File: src/rtl/display_scheduler_if.sv
`default_nettype none
// ============================================================================
// Module   : display_scheduler_if
// Purpose  : Tracker-to-display bus for display_scheduler (readouts in, scan out).
// Revision : 1.0  initial release
// ============================================================================
interface display_scheduler_if;
  logic        sec_tick;
  logic        next_btn;
  logic        hold;
  logic [3:0]  mode_valid;
  logic [19:0] mode0_bcd;
  logic [19:0] mode1_bcd;
  logic [19:0] mode2_bcd;
  logic [19:0] mode3_bcd;
  logic [1:0]  mode;
  logic        mode_change;
  logic [3:0]  digit_sel_n;
  logic [4:0]  digit_bcd;

  modport master (
    output sec_tick, next_btn, hold, mode_valid,
    output mode0_bcd, mode1_bcd, mode2_bcd, mode3_bcd,
    input  mode, mode_change, digit_sel_n, digit_bcd
  );

  modport slave (
    input  sec_tick, next_btn, hold, mode_valid,
    input  mode0_bcd, mode1_bcd, mode2_bcd, mode3_bcd,
    output mode, mode_change, digit_sel_n, digit_bcd
  );
endinterface
`default_nettype wire

File: src/rtl/display_scheduler.sv
`default_nettype none
// ============================================================================
// Module   : display_scheduler
// Purpose  : Rotates four tracker readouts onto a scanned 4-digit display.
//            Optional macro BLANK_LEADING_ZERO_EN blanks leading zeros.
// Revision : 1.0  initial release
// ============================================================================
module display_scheduler #(
  parameter int          ROTATE_SECS = 2,
  parameter int          SCAN_DIV    = 100000,
  parameter logic [4:0]  BLANK_CODE  = 5'h1E
) (
  input  wire logic           sys_clk,
  input  wire logic           reset,
  display_scheduler_if.slave  bus
);

  localparam logic [3:0]  c_rot_last  = 4'(ROTATE_SECS - 1);
  localparam logic [16:0] c_scan_last = 17'(SCAN_DIV - 1);

  typedef enum logic [0:0] {
    AUTO = 1'b0,
    HOLD = 1'b1
  } state_t;

  state_t      r_state;
  state_t      w_state_nxt;
  logic        w_count_en;

  logic [3:0]  r_sec_cnt;
  logic [1:0]  r_mode;
  logic        r_changed;
  logic        r_mode_change;

  logic [16:0] r_div;
  logic [1:0]  r_scan_idx;
  logic        r_rst_q;
  logic [19:0] r_snap;
  logic [3:0]  r_digit_sel_n;
  logic [4:0]  r_digit_bcd;

  logic        w_found;
  logic [1:0]  w_cand;
  logic [1:0]  w_next_mode;
  logic        w_sec_terminal;
  logic        w_adv_req;
  logic        w_mode_upd;
  logic        w_scan_term;
  logic [19:0] w_sel_bcd;
  logic [4:0]  w_digit_raw;
  logic [3:0]  w_blank_mask;
  logic [4:0]  w_digit;

  // ---------------------------------------------------------------- FSM
  always_ff @(posedge sys_clk) begin
    if (reset) r_state <= AUTO;
    else       r_state <= w_state_nxt;
  end

  always_comb begin
    w_state_nxt = r_state;
    w_count_en  = 1'b0;
    case (r_state)
      AUTO: begin
        w_count_en = bus.sec_tick;
        if (bus.hold) w_state_nxt = HOLD;
      end
      HOLD: begin
        if (!bus.hold) w_state_nxt = AUTO;
      end
      default: w_state_nxt = AUTO;
    endcase
  end

  // Advance search: first enabled readout after the current one, wrapping.
  always_comb begin
    w_found     = 1'b0;
    w_next_mode = r_mode;
    w_cand      = r_mode;
    for (int k = 1; k <= 3; k++) begin
      w_cand = r_mode + 2'(k);
      if (!w_found && bus.mode_valid[w_cand]) begin
        w_found     = 1'b1;
        w_next_mode = w_cand;
      end
    end
  end

  assign w_sec_terminal = w_count_en && (r_sec_cnt == c_rot_last);
  assign w_adv_req      = bus.next_btn || w_sec_terminal || !bus.mode_valid[r_mode];
  assign w_mode_upd     = w_adv_req && w_found;

  always_ff @(posedge sys_clk) begin
    if (reset) begin
      r_sec_cnt     <= 4'd0;
      r_mode        <= 2'd0;
      r_changed     <= 1'b0;
      r_mode_change <= 1'b0;
    end else begin
      if (bus.next_btn || w_sec_terminal) r_sec_cnt <= 4'd0;
      else if (w_count_en)                r_sec_cnt <= r_sec_cnt + 4'd1;
      if (w_mode_upd) r_mode <= w_next_mode;
      r_changed     <= w_mode_upd;
      r_mode_change <= r_changed;
    end
  end

  // ---------------------------------------------------------------- scan
  assign w_scan_term = (r_div == c_scan_last);

  always_comb begin
    case (r_mode)
      2'd0:    w_sel_bcd = bus.mode0_bcd;
      2'd1:    w_sel_bcd = bus.mode1_bcd;
      2'd2:    w_sel_bcd = bus.mode2_bcd;
      default: w_sel_bcd = bus.mode3_bcd;
    endcase
  end

  always_ff @(posedge sys_clk) begin
    r_rst_q <= reset;
    if (reset) begin
      r_div      <= 17'd0;
      r_scan_idx <= 2'd0;
    end else begin
      r_div <= w_scan_term ? 17'd0 : r_div + 17'd1;
      if (w_scan_term) r_scan_idx <= r_scan_idx + 2'd1;
    end
  end

`ifdef BLANK_LEADING_ZERO_EN
  logic [1:0] r_snap_mode;
`endif

  // Snapshot refreshes only on frame wrap, reset release or mode change.
  always_ff @(posedge sys_clk) begin
    if (reset) begin
      r_snap <= 20'd0;
`ifdef BLANK_LEADING_ZERO_EN
      r_snap_mode <= 2'd0;
`endif
    end else if (r_rst_q || r_changed || (w_scan_term && r_scan_idx == 2'd3)) begin
      r_snap <= w_sel_bcd;
`ifdef BLANK_LEADING_ZERO_EN
      r_snap_mode <= r_mode;
`endif
    end
  end

  always_comb begin
    case (r_scan_idx)
      2'd0:    w_digit_raw = r_snap[4:0];
      2'd1:    w_digit_raw = r_snap[9:5];
      2'd2:    w_digit_raw = r_snap[14:10];
      default: w_digit_raw = r_snap[19:15];
    endcase
  end

`ifdef BLANK_LEADING_ZERO_EN
  always_comb begin
    w_blank_mask    = 4'b0000;
    w_blank_mask[3] = (r_snap[19:15] == 5'd0);
    w_blank_mask[2] = w_blank_mask[3] && (r_snap[14:10] == 5'd0);
    w_blank_mask[1] = w_blank_mask[2] && (r_snap[9:5] == 5'd0);
    if (r_snap_mode == 2'd1) w_blank_mask = 4'b0000;
  end
`else
  assign w_blank_mask = 4'b0000;
`endif

  assign w_digit = ((bus.mode_valid == 4'b0000) || w_blank_mask[r_scan_idx])
                 ? BLANK_CODE : w_digit_raw;

  always_ff @(posedge sys_clk) begin
    if (reset) begin
      r_digit_sel_n <= 4'b1110;
      r_digit_bcd   <= 5'd0;
    end else begin
      r_digit_sel_n <= ~(4'b0001 << r_scan_idx);
      r_digit_bcd   <= w_digit;
    end
  end

  assign bus.mode        = r_mode;
  assign bus.mode_change = r_mode_change;
  assign bus.digit_sel_n = r_digit_sel_n;
  assign bus.digit_bcd   = r_digit_bcd;

endmodule
`default_nettype wire

File: src/flat_wrapper.sv
// flat-port wrapper written by rule: the top's interface ports become plain ports
module display_scheduler_flat 
#(
  parameter int          ROTATE_SECS = 2,
  parameter int          SCAN_DIV    = 100000,
  parameter logic [4:0]  BLANK_CODE  = 5'h1E
)
  (sys_clk, reset, bus_sec_tick, bus_next_btn, bus_hold, bus_mode_valid, bus_mode0_bcd, bus_mode1_bcd, bus_mode2_bcd, bus_mode3_bcd, bus_mode, bus_mode_change, bus_digit_sel_n, bus_digit_bcd);
  display_scheduler_if bus_i ();
  input  wire logic sys_clk;
  input  wire logic reset;
  input wire logic [$bits(bus_i.sec_tick)-1:0] bus_sec_tick;
  input wire logic [$bits(bus_i.next_btn)-1:0] bus_next_btn;
  input wire logic [$bits(bus_i.hold)-1:0] bus_hold;
  input wire logic [$bits(bus_i.mode_valid)-1:0] bus_mode_valid;
  input wire logic [$bits(bus_i.mode0_bcd)-1:0] bus_mode0_bcd;
  input wire logic [$bits(bus_i.mode1_bcd)-1:0] bus_mode1_bcd;
  input wire logic [$bits(bus_i.mode2_bcd)-1:0] bus_mode2_bcd;
  input wire logic [$bits(bus_i.mode3_bcd)-1:0] bus_mode3_bcd;
  output wire logic [$bits(bus_i.mode)-1:0] bus_mode;
  output wire logic [$bits(bus_i.mode_change)-1:0] bus_mode_change;
  output wire logic [$bits(bus_i.digit_sel_n)-1:0] bus_digit_sel_n;
  output wire logic [$bits(bus_i.digit_bcd)-1:0] bus_digit_bcd;
  assign bus_i.sec_tick = bus_sec_tick;
  assign bus_i.next_btn = bus_next_btn;
  assign bus_i.hold = bus_hold;
  assign bus_i.mode_valid = bus_mode_valid;
  assign bus_i.mode0_bcd = bus_mode0_bcd;
  assign bus_i.mode1_bcd = bus_mode1_bcd;
  assign bus_i.mode2_bcd = bus_mode2_bcd;
  assign bus_i.mode3_bcd = bus_mode3_bcd;
  assign bus_mode = bus_i.mode;
  assign bus_mode_change = bus_i.mode_change;
  assign bus_digit_sel_n = bus_i.digit_sel_n;
  assign bus_digit_bcd = bus_i.digit_bcd;
  display_scheduler #(.ROTATE_SECS(ROTATE_SECS), .SCAN_DIV(SCAN_DIV), .BLANK_CODE(BLANK_CODE)) u_core (.sys_clk(sys_clk), .reset(reset), .bus(bus_i));
endmodule
File: config.mk
export PLATFORM = sky130hd
export DESIGN_NAME = display_scheduler_flat
export DESIGN_NICKNAME = d
export VERILOG_FILES = /design/src/rtl/display_scheduler_if.sv /design/src/rtl/display_scheduler.sv /design/src/flat_wrapper.sv
export SDC_FILE = /design/constraint.sdc
export NUM_CORES = 1
export LEC_CHECK = 0
export CAP_MARGIN = 5
export CORE_MARGIN = 1.5
export CORE_UTILIZATION = 51
export CTS_BUF_LIST = sky130_fd_sc_hd__clkbuf_16
export DETAILED_ROUTE_END_ITERATION = 16
export GPL_TIMING_DRIVEN = 0
export PLACE_DENSITY = 0.92
export SYNTH_ARGS = -nofsm -noshare
export SYNTH_HDL_FRONTEND = slang
export SYNTH_SLANG_ARGS = --single-unit
File: constraint.sdc
create_clock -name sys_clk -period 4.8 [get_ports sys_clk]
set_clock_uncertainty 0.2 [all_clocks]
set_input_delay 0.48 -clock sys_clk [delete_from_list [all_inputs] [get_ports sys_clk]]
set_output_delay 0.48 -clock sys_clk [all_outputs]
set_load 0.05 [all_outputs]
==> results of run 1 <==
-- per-layer routing --
metal / global-route usage / up-vias / wire [um] / part of all wire
met5: 0 / - / 0 / 0
met4: 0.0864 / 0 / 119 / 0.013
met3: 0.0736 / 13 / 619 / 0.068
met2: 0.504 / 155 / 4590 / 0.50
met1: 0.338 / 1508 / 3810 / 0.42
li1: - / 1536 / - / -
-- cell usage in the layout, fill, tap and decap left out, types with 7 or more instances in the layout --
master,netlist,routed
nor2_1,26,26
xor2_1,9,9
o21ai_0,28,28
a222oi_1,25,25
mux2i_1,22,22
dfxtp_1,58,58
nand2b_1,44,44
clkbuf_1,16,16
inv_1,13,14
clkdlybuf4s50_1,0,100
nand4_1,7,7
nand3_1,8,8
a21oi_1,10,10
nand2_1,30,30
clkbuf_16,0,9
ha_1,12,12
-- final cells by class --
cell class                 instances  area, um^2  share of cell area
multi-input combinational        266        1900               0.410
sequential                        58        1160               0.251
timing repair buffer             100        1000               0.216
clock buffer                       9         225              0.0487
buffer                            23         114              0.0246
tap                               75        93.8              0.0203
clock inverter                     7        85.1              0.0184
inverter                          13        48.8              0.0106
-- logic make-up after synthesis --
logic type	Yosys count	share of synthesized area
XOR/XNOR	15	0.0408
buffers and inverters	36	0.0505
flip-flops	58	0.361
AO/OA/AOI/OAI	74	0.167
adder cells (fa/ha/maj)	12	0.0466
multiplexers	27	0.105
AND/OR/NAND/NOR	138	0.230
-- flip-flops by register name, indices dropped and copies added, names as in the netlist --
name and count:
u_core.r_state 1, u_core.bus.digit_sel_n 4, u_core.r_changed 1, u_core.r_sec_cnt 4, u_core.r_snap 20, u_core.r_div 17, u_core.r_rst_q 1, u_core.bus.digit_bcd 5
u_core.r_scan_idx 2, u_core.bus.mode 2, u_core.bus.mode_change 1
-- report_power, final --
group | internal (mW) | switching (mW) | total, mW
Combinational | 0.361 | 0.433 | 0.794
Clock | 0.447 | 0.209 | 0.656
Sequential | 0.564 | 0.0589 | 0.623
-- how the worst max path moves through the flow --
stage,endpoint,cells after the start,slack [ns],startpoint
after floorplan,u_core.bus.mode[0],7,2.01,u_core.bus.mode[0]
after global placement,u_core.bus.mode[0],5,2.27,bus_sec_tick
after detailed placement,u_core.bus.mode[0],7,2.21,u_core.bus.mode[0]
after CTS,u_core.bus.mode[0],6,2.15,u_core.bus.mode[1]
after global routing,u_core.bus.mode[0],7,2.05,u_core.bus.mode[0]
final,u_core.bus.mode[0],7,2.16,u_core.bus.mode[0]
-- worst reg2reg max path, stage by stage, from the launching register on --
cell and delay [ns]:
dfxtp_1 0.42, buf_6 0.17, inv_1 0.07, ha_1 0.33, mux4_1 0.66, nor3_4 0.29, a211oi_2 0.08, mux2_4 0.29
==> results.ini, run 1 <==
[placed_design]
placed_area_um2=4310
port_buffers=100
pre_cts_slack_ns=2.21
place_congestion=0.863
placed_cells=535
dp_hpwl_um=6680

[drt]
ant_nets=0
viasPerCell=5.83
routed-via-count=3212
wire_per_inst_um=16.6
initialDrtViolationCount=319
drc=0
first_pass_iters=6
wirelength_um=9140

[global_route]
grt_pass1_wl_um=14500
grt_pass1_vias=3114
grt_antenna_before_repair=0
overflow=0
grt_max_degree=11
grt_use_total=0.286

[floorplanning]
start_util=0.537
fp.dieH_um=82.5
boundaryPins=101
fp.coreArea_um2=5990
die_area_um2=6800
die-width_um=82.5
fp-row-count=28

[setup_path]
path_class=flop to flop
end_kind=flop
critical_path.slowest_cell=mux4_1
r2r_slack_ns=2.16
cp.buffers_inverters=2
cp.arrival_ns=2.65
cp.required_ns=4.81
r2r_cells=7
startpoint_type=flop
timing.rr.end=u_core.bus.mode[0]
crit_chain=buf_6, inv_1, ha_1, mux4_1, nor3_4, a211oi_2, mux2_4
critical-path-top-delay-family=multiplexers
r2r_start=u_core.bus.mode[0]
cp_max_fo=8
cp_slowest_stage_delay_ns=0.66

[hold_path]
worstHoldEndpoint=u_core.r_div[0]
hp-start=u_core.r_div[0]
holdCritPathClass=flop to flop
whs_path_depth=1

[synth]
yosysUniqueCellTypes=44
synth-edff-count=0
yosysMostFrequentCell=dfxtp_1
synth_commonest_cells=58 x dfxtp_1, 44 x nand2b_1, 30 x nand2_1, 28 x o21ai_0, 26 x nor2_1
synth_top_cell_by_area=dfxtp_1
ys.flop_type=dfxtp_1
syn_avg_cell_area_um2=8.94
netlist_top_cells_area=dfxtp_1 36%, nand2b_1 8.6%, a222oi_1 7.8%, mux2i_1 6.8%, ha_1 4.7%
synth_top_area_share=0.361
yosysSeqAreaShare=0.361
netlist_instances=360
yosysWarnings=0
async_flop_share=0
synth_area_um2=3220
synth_fp_nets=461
synth-seq-cells=58

[pwr]
p_per_area_nw_per_um2=448
design_power_total_mw=2.07
ir_drop_mv=0.281
p_leak_nw=1.75

[clocking]
cts-resized-gates=0
cts_setup_buffers=0
cts_hold_buf=0
cts_tree=done
cts_max_level=3
ctsRootBufferMaster=clkbuf_16
worst_skew_pair.late_latency_ns=0.32
clkSinkCount=58
clock_path_buffers=2
path_clk_slew_ns=0.05
cts_buffers=9

[final_layout]
design_area_um2=4620
drive_gt1_frac=0.0546
layout.nets=572
areaGrowthSynthToFinish_pct=43.6
diodes=0
utilization=0.772
layoutNonFillerInstCount=551
fillerInstances=370

[timing]
relSlewSlack=0.645
setup_viol=0
min_period_ns=2.64
hold_viol_final=0
worst_slack_ns=2.16
rsz0062_at_grt=no
fin_crit_sh=0.551
fin_tns_setup_ns=0
drv_slew=0
worst_pin_slew_ns=0.531
hold_ws_ns=0.280
fmax_ghz=0.378

[status]
status=complete, no violations

[run]
drv_cap=0

Note: power is estimated with default switching activity, not from simulation.
==> run 2, diff against run 1 <==
--- a/config.mk
+++ b/config.mk
@@ -7,11 +7,11 @@
 export LEC_CHECK = 0
 export CAP_MARGIN = 5
 export CORE_MARGIN = 1.5
-export CORE_UTILIZATION = 51
+export CORE_UTILIZATION = 47
 export CTS_BUF_LIST = sky130_fd_sc_hd__clkbuf_16
 export DETAILED_ROUTE_END_ITERATION = 16
 export GPL_TIMING_DRIVEN = 0
-export PLACE_DENSITY = 0.92
+export PLACE_DENSITY = 0.86
 export SYNTH_ARGS = -nofsm -noshare
 export SYNTH_HDL_FRONTEND = slang
 export SYNTH_SLANG_ARGS = --single-unit
==> constraint.sdc (replaced) <==
create_clock -name sys_clk -period 2.77 [get_ports sys_clk]
set_clock_uncertainty 0.2 [all_clocks]
set_input_delay 0.277 -clock sys_clk [delete_from_list [all_inputs] [get_ports sys_clk]]
set_output_delay 0.277 -clock sys_clk [all_outputs]
set_load 0.05 [all_outputs]
==> run 2 against run 1 <==
Against the previous run: global-route usage down 5.1 points; critical path depth down 1; combinational power up 69%; die area grew 8.2%; core utilization is 5.9 points lower; flip-flop and latch count unchanged; clock-buffer cell count stayed put; worst setup slack got worse by 2.0 ns; critical path type unchanged.
==> results.ini, run 2 (synthesis results as in run 1) <==
[timing]
drv_slew=0  ; unchanged
setup_viol=0  ; unchanged
hold_viol_final=0  ; unchanged
worst_pin_slew_ns=0.503  ; -0.0285 ns
fin_tns_setup_ns=0  ; unchanged
relSlewSlack=0.664  ; +0.0190
rsz0062_at_grt=no
fin_crit_sh=0.928  ; +0.377
worst_slack_ns=0.200  ; -1.96 ns
min_period_ns=2.57  ; -0.0749 ns
fmax_ghz=0.389  ; +2.9%

[clocking]
cts_hold_buf=0  ; unchanged
cts_tree=done
cts_setup_buffers=0  ; unchanged
clkSinkCount=58  ; unchanged
path_clk_slew_ns=0.05  ; about the same
ctsRootBufferMaster=clkbuf_16
cts_max_level=3  ; unchanged
cts_buffers=9  ; unchanged
worst_skew_pair.late_latency_ns=0.33  ; about the same
cts-resized-gates=0  ; unchanged
clock_path_buffers=2  ; unchanged

[setup_path]
cp.buffers_inverters=1  ; -1
end_kind=flop
startpoint_type=flop
cp_slowest_stage_delay_ns=0.64  ; -0.02 ns
cp.required_ns=2.77  ; -2.04 ns
critical_path.slowest_cell=mux4_1
cp_max_fo=7  ; -1
cp.arrival_ns=2.57  ; -0.08 ns
path_class=flop to flop
r2r_slack_ns=0.20  ; -1.96 ns
critical-path-top-delay-family=multiplexers
cp-startpoint=u_core.bus.mode[1]
r2r_cells=6  ; -1
timing.rr.end=u_core.bus.mode[0]
crit_chain=inv_1, ha_1, mux4_1, nor3_4, a211oi_2, mux2_4
r2r_start=u_core.bus.mode[1]
cp-endpoint=u_core.bus.mode[0]
worstSetupPathDepth=6  ; -1

[final_layout]
multi_input_area_um2=1900  ; unchanged
design_area_um2=4630  ; about the same
largest_register_ffs=20  ; unchanged
fillerInstances=470  ; +27%
final_common_cell=clkdlybuf4s50_1
layout.nets=572  ; unchanged
seqCellArea_um2=1160  ; +0.11%
areaGrowthSynthToFinish_pct=43.8  ; about the same
layoutNonFillerInstCount=553  ; +0.36%
diodes=0  ; unchanged
drive_gt1_frac=0.0567  ; +0.00210
largest-register=u_core.r_snap
layout_common_cells=100 x clkdlybuf4s50_1, 57 x dfxtp_1, 44 x nand2b_1

[floorplanning]
fp-row-count=29  ; +3.6%
die-width_um=85.8  ; +4.0%
boundaryPins=101  ; unchanged
die_area_um2=7350  ; +8.2%
start_util=0.496  ; -0.0417
fp.coreArea_um2=6490  ; +8.4%
fp.dieH_um=85.8  ; +4.0%

[pwr]
p_per_area_nw_per_um2=768  ; +71%
ir_drop_mv=0.560  ; +100%
p_leak_nw=1.75  ; about the same
design_power_total_mw=3.55  ; +72%

[placed_design]
placed_cells=537  ; +0.37%
place_congestion=0.820  ; -4.9%
pre_cts_slack_ns=0.204  ; -2.00 ns
placed_area_um2=4320  ; about the same
dp_hpwl_um=6430  ; -3.7%
port_buffers=100  ; unchanged

[drt]
wirelength_um=8230  ; -9.9%
initialDrtViolationCount=263  ; -18%
routed-via-count=3114  ; -3.1%
drc=0  ; unchanged
ant_nets=0  ; unchanged
first_pass_iters=8  ; +2
viasPerCell=5.63  ; -3.4%
wire_per_inst_um=14.9  ; -10%

[global_route]
grt_max_degree=11  ; unchanged
grt_antenna_before_repair=0  ; unchanged
grt_use_total=0.235  ; -0.0507
grt_pass1_vias=3094  ; -0.64%
grt_pass1_wl_um=13800  ; -4.9%
overflow=0  ; unchanged

[status]
status=complete, no violations

[hold_path]
holdCritPathClass=flop to flop

[run]
drv_cap=0  ; unchanged

## run 2: cell counts in the layout (fill, tap and decap cells not counted)
Identical to the previous run, type by type.
## run 2: routing by layer
| metal | up-vias | part of all wire | GRT usage |
|---|---|---|---|
| met3 | 15 | 0.062 | 0.0462 |
| met1 | 1423 | 0.44 | 0.294 |
| met4 | 0 | 0.020 | 0.103 |
| li1 | 1540 | - | - |
| met5 | - | 0 | 0 |
| met2 | 136 | 0.48 | 0.395 |
## run 2: per-stage QoR
step / utilization / hold slack (ns)
floorplan: - / 0.105
global placement: 0.665 / 0.243
detailed placement: 0.665 / 0.276
CTS: 0.713 / 0.285
global route: 0.713 / 0.310
finish: 0.713 / 0.280
## run 2: how the worst min path moves through the flow
stage,startpoint,end,slack (ns),cells past startpoint
2_1_floorplan,reset,u_core.r_rst_q,0.10,0
3_3_place_gp,u_core.r_div[0],u_core.r_div[0],0.24,1
3_5_place_dp,u_core.r_snap[19],u_core.r_snap[19],0.28,2
4_1_cts,u_core.r_snap[19],u_core.r_snap[19],0.28,2
5_1_grt,u_core.r_snap[8],u_core.r_snap[8],0.31,2
6_report,u_core.r_snap[5],u_core.r_snap[5],0.28,2
## run 2: worst reg2reg max path, stage by stage, from the launching register on
cell	delay, ns
dfxtp_1	0.48
inv_1	0.14
ha_1	0.36
mux4_1	0.64
nor3_4	0.26
a211oi_2	0.08
mux2_4	0.30
## run 2: final cells by class
cell class | count | share of cell area
Buffer | 23 | 0.0246
Clock buffer | 9 | 0.0487
Clock inverter | 7 | 0.0184
Inverter | 13 | 0.0105
Multi-Input combinational cell | 266 | 0.410
Sequential cell | 58 | 0.251
Tap cell | 77 | 0.0208
Timing Repair Buffer | 100 | 0.216
## run 2: where the power goes
part	total, mW	internal (mW)	switching [mW]
combinational	1.34	0.625	0.719
clock	1.13	0.774	0.355
sequential	1.08	0.979	0.101
total	3.55	2.38	1.18
==> run 3, diff against run 2 <==
--- a/config.mk
+++ b/config.mk
@@ -11,7 +11,7 @@
 export CTS_BUF_LIST = sky130_fd_sc_hd__clkbuf_16
 export DETAILED_ROUTE_END_ITERATION = 16
 export GPL_TIMING_DRIVEN = 0
-export PLACE_DENSITY = 0.86
+export PLACE_DENSITY = 0.81
 export SYNTH_ARGS = -nofsm -noshare
 export SYNTH_HDL_FRONTEND = slang
 export SYNTH_SLANG_ARGS = --single-unit
==> run 3 against run 2 <==
Against the previous run: cell count unchanged; maximum frequency grew 1.5%; non-clock buffer count unchanged; critical path type unchanged; final area about the same; critical path depth unchanged; largest cell class unchanged; register-to-register slack improved by 0.04 ns; clock power hardly changed; total power down 0.25%; combinational power is essentially flat; via count decreased by 1.7%.
==> results.ini, run 3 (synthesis results as in run 1) <==
[status]
status=complete, no violations

[clocking]
clock_path_buffers=2  ; unchanged
cts_buffers=9  ; unchanged
cts-resized-gates=0  ; unchanged
cts_tree=done
path_clk_slew_ns=0.05  ; about the same
ctsRootBufferMaster=clkbuf_16
cts_hold_buf=0  ; unchanged
worst_skew_pair.late_latency_ns=0.32  ; about the same
cts_setup_buffers=0  ; unchanged
clkSinkCount=58  ; unchanged
cts_max_level=3  ; unchanged

[timing]
worst_slack_ns=0.237  ; +0.0368 ns
hold_ws_ns=0.259  ; -0.0209 ns
fmax_ghz=0.395  ; +1.5%
hold_viol_final=0  ; unchanged
min_period_ns=2.53  ; -0.0368 ns
fin_tns_setup_ns=0  ; unchanged
worst_pin_slew_ns=0.508  ; +0.00519 ns
drv_slew=0  ; unchanged
setup_viol=0  ; unchanged
rsz0062_at_grt=no
relSlewSlack=0.660  ; -0.00347
fin_crit_sh=0.914  ; -0.0133

[setup_path]
cp.arrival_ns=2.54  ; -0.03 ns
r2r_start=u_core.bus.mode[1]
cp_slowest_stage_delay_ns=0.65  ; about the same
r2r_cells=6  ; unchanged
end_kind=flop
r2r_slack_ns=0.24  ; +0.04 ns
startpoint_type=flop
critical_path.slowest_cell=mux4_1
path_class=flop to flop
crit_chain=inv_1, ha_1, mux4_1, nor3_4, a211oi_2, mux2_4
timing.rr.end=u_core.bus.mode[0]
cp.required_ns=2.77  ; about the same
cp_max_fo=7  ; unchanged

[final_layout]
areaGrowthSynthToFinish_pct=43.7  ; about the same
layout.nets=572  ; unchanged
largest_register_ffs=20  ; unchanged
final_common_cell=clkdlybuf4s50_1
design_area_um2=4630  ; about the same
fillerInstances=493  ; +4.9%
layoutNonFillerInstCount=553  ; unchanged
utilization=0.712  ; about the same
largest-register=u_core.r_snap
diodes=0  ; unchanged
layout_common_cells=100 x clkdlybuf4s50_1, 57 x dfxtp_1, 44 x nand2b_1
drive_gt1_frac=0.0609  ; +0.00420

[pwr]
ir_drop_mv=0.454  ; -19%
p_leak_nw=1.75  ; about the same
p_per_area_nw_per_um2=766  ; -0.22%
design_power_total_mw=3.55  ; -0.25%

[floorplanning]
fp.coreArea_um2=6490  ; unchanged
boundaryPins=101  ; unchanged
fp.dieH_um=85.8  ; unchanged
start_util=0.496  ; unchanged
die_area_um2=7350  ; unchanged
fp-row-count=29  ; unchanged
die-width_um=85.8  ; unchanged

[global_route]
grt_use_total=0.228  ; -0.00683
grt_pass1_vias=2961  ; -4.3%
grt_max_degree=11  ; unchanged
overflow=0  ; unchanged
grt_pass1_wl_um=13400  ; -2.9%
grt_antenna_before_repair=0  ; unchanged

[run]
drv_cap=0  ; unchanged

[drt]
wirelength_um=7980  ; -3.1%
wire_per_inst_um=14.4  ; -3.1%
ant_nets=0  ; unchanged
viasPerCell=5.53  ; -1.7%
drc=0  ; unchanged
first_pass_iters=7  ; -1
initialDrtViolationCount=226  ; -14%
routed-via-count=3060  ; -1.7%

[hold_path]
hp-start=u_core.r_div[0]
whs_path_depth=1  ; -1
worstHoldEndpoint=u_core.r_div[0]
holdCritPathClass=flop to flop

[placed_design]
placed_area_um2=4320  ; unchanged
placed_cells=537  ; unchanged
dp_hpwl_um=6290  ; -2.2%
port_buffers=100  ; unchanged
place_congestion=0.794  ; -3.2%
pre_cts_slack_ns=0.234  ; +0.0298 ns

run 3: cell count changes in the layout (fill, tap and decap cells not counted):
cell / previous run / this run
clkinv_2: 1 / 4
inv_1: 14 / 13
clkinv_1: 2 / 1
clkinv_4: 1 / 0
run 3: worst max-delay path by stage:
| stage | from | endpoint | depth (start not counted) |
|---|---|---|---|
| floorplan | u_core.bus.mode[1] | u_core.bus.mode[0] | 6 |
| global placement | u_core.bus.mode[1] | u_core.bus.mode[0] | 6 |
| detailed placement | u_core.bus.mode[1] | u_core.bus.mode[0] | 6 |
| CTS | u_core.bus.mode[1] | u_core.bus.mode[0] | 6 |
| global route | u_core.bus.mode[1] | u_core.bus.mode[0] | 6 |
| finish | u_core.bus.mode[1] | u_core.bus.mode[0] | 6 |
run 3: final cells by class:
cell class	count	area (um^2)	share of cell area
Buffer	23	114	0.0246
Clock buffer	9	225	0.0487
Clock inverter	7	83.8	0.0181
Inverter	13	48.8	0.0105
Multi-Input combinational cell	266	1900	0.410
Sequential cell	58	1160	0.251
Tap cell	77	96.3	0.0208
Timing Repair Buffer	100	1000	0.216
run 3: routing by layer:
layer / GRT usage / part of all wire
met4: 0.0762 / 0.012
met1: 0.313 / 0.48
met2: 0.352 / 0.45
met5: 0 / 0
met3: 0.0568 / 0.059
run 3: report_power, final:
part | internal (mW) | leakage (nW) | switching [mW]
clock | 0.775 | 0.156 | 0.358
sequential | 0.978 | 0.475 | 0.0933
combinational | 0.624 | 1.12 | 0.716
total | 2.38 | 1.75 | 1.17
run 3: worst max-delay path, delay by kind of cell (launching register included):
kind,cells,cell delay (ns)
compound gates,1,0.07
flops,1,0.46
fa+ha+maj,1,0.35
mux,2,0.94
simple gates,1,0.26
buf+inv,1,0.12
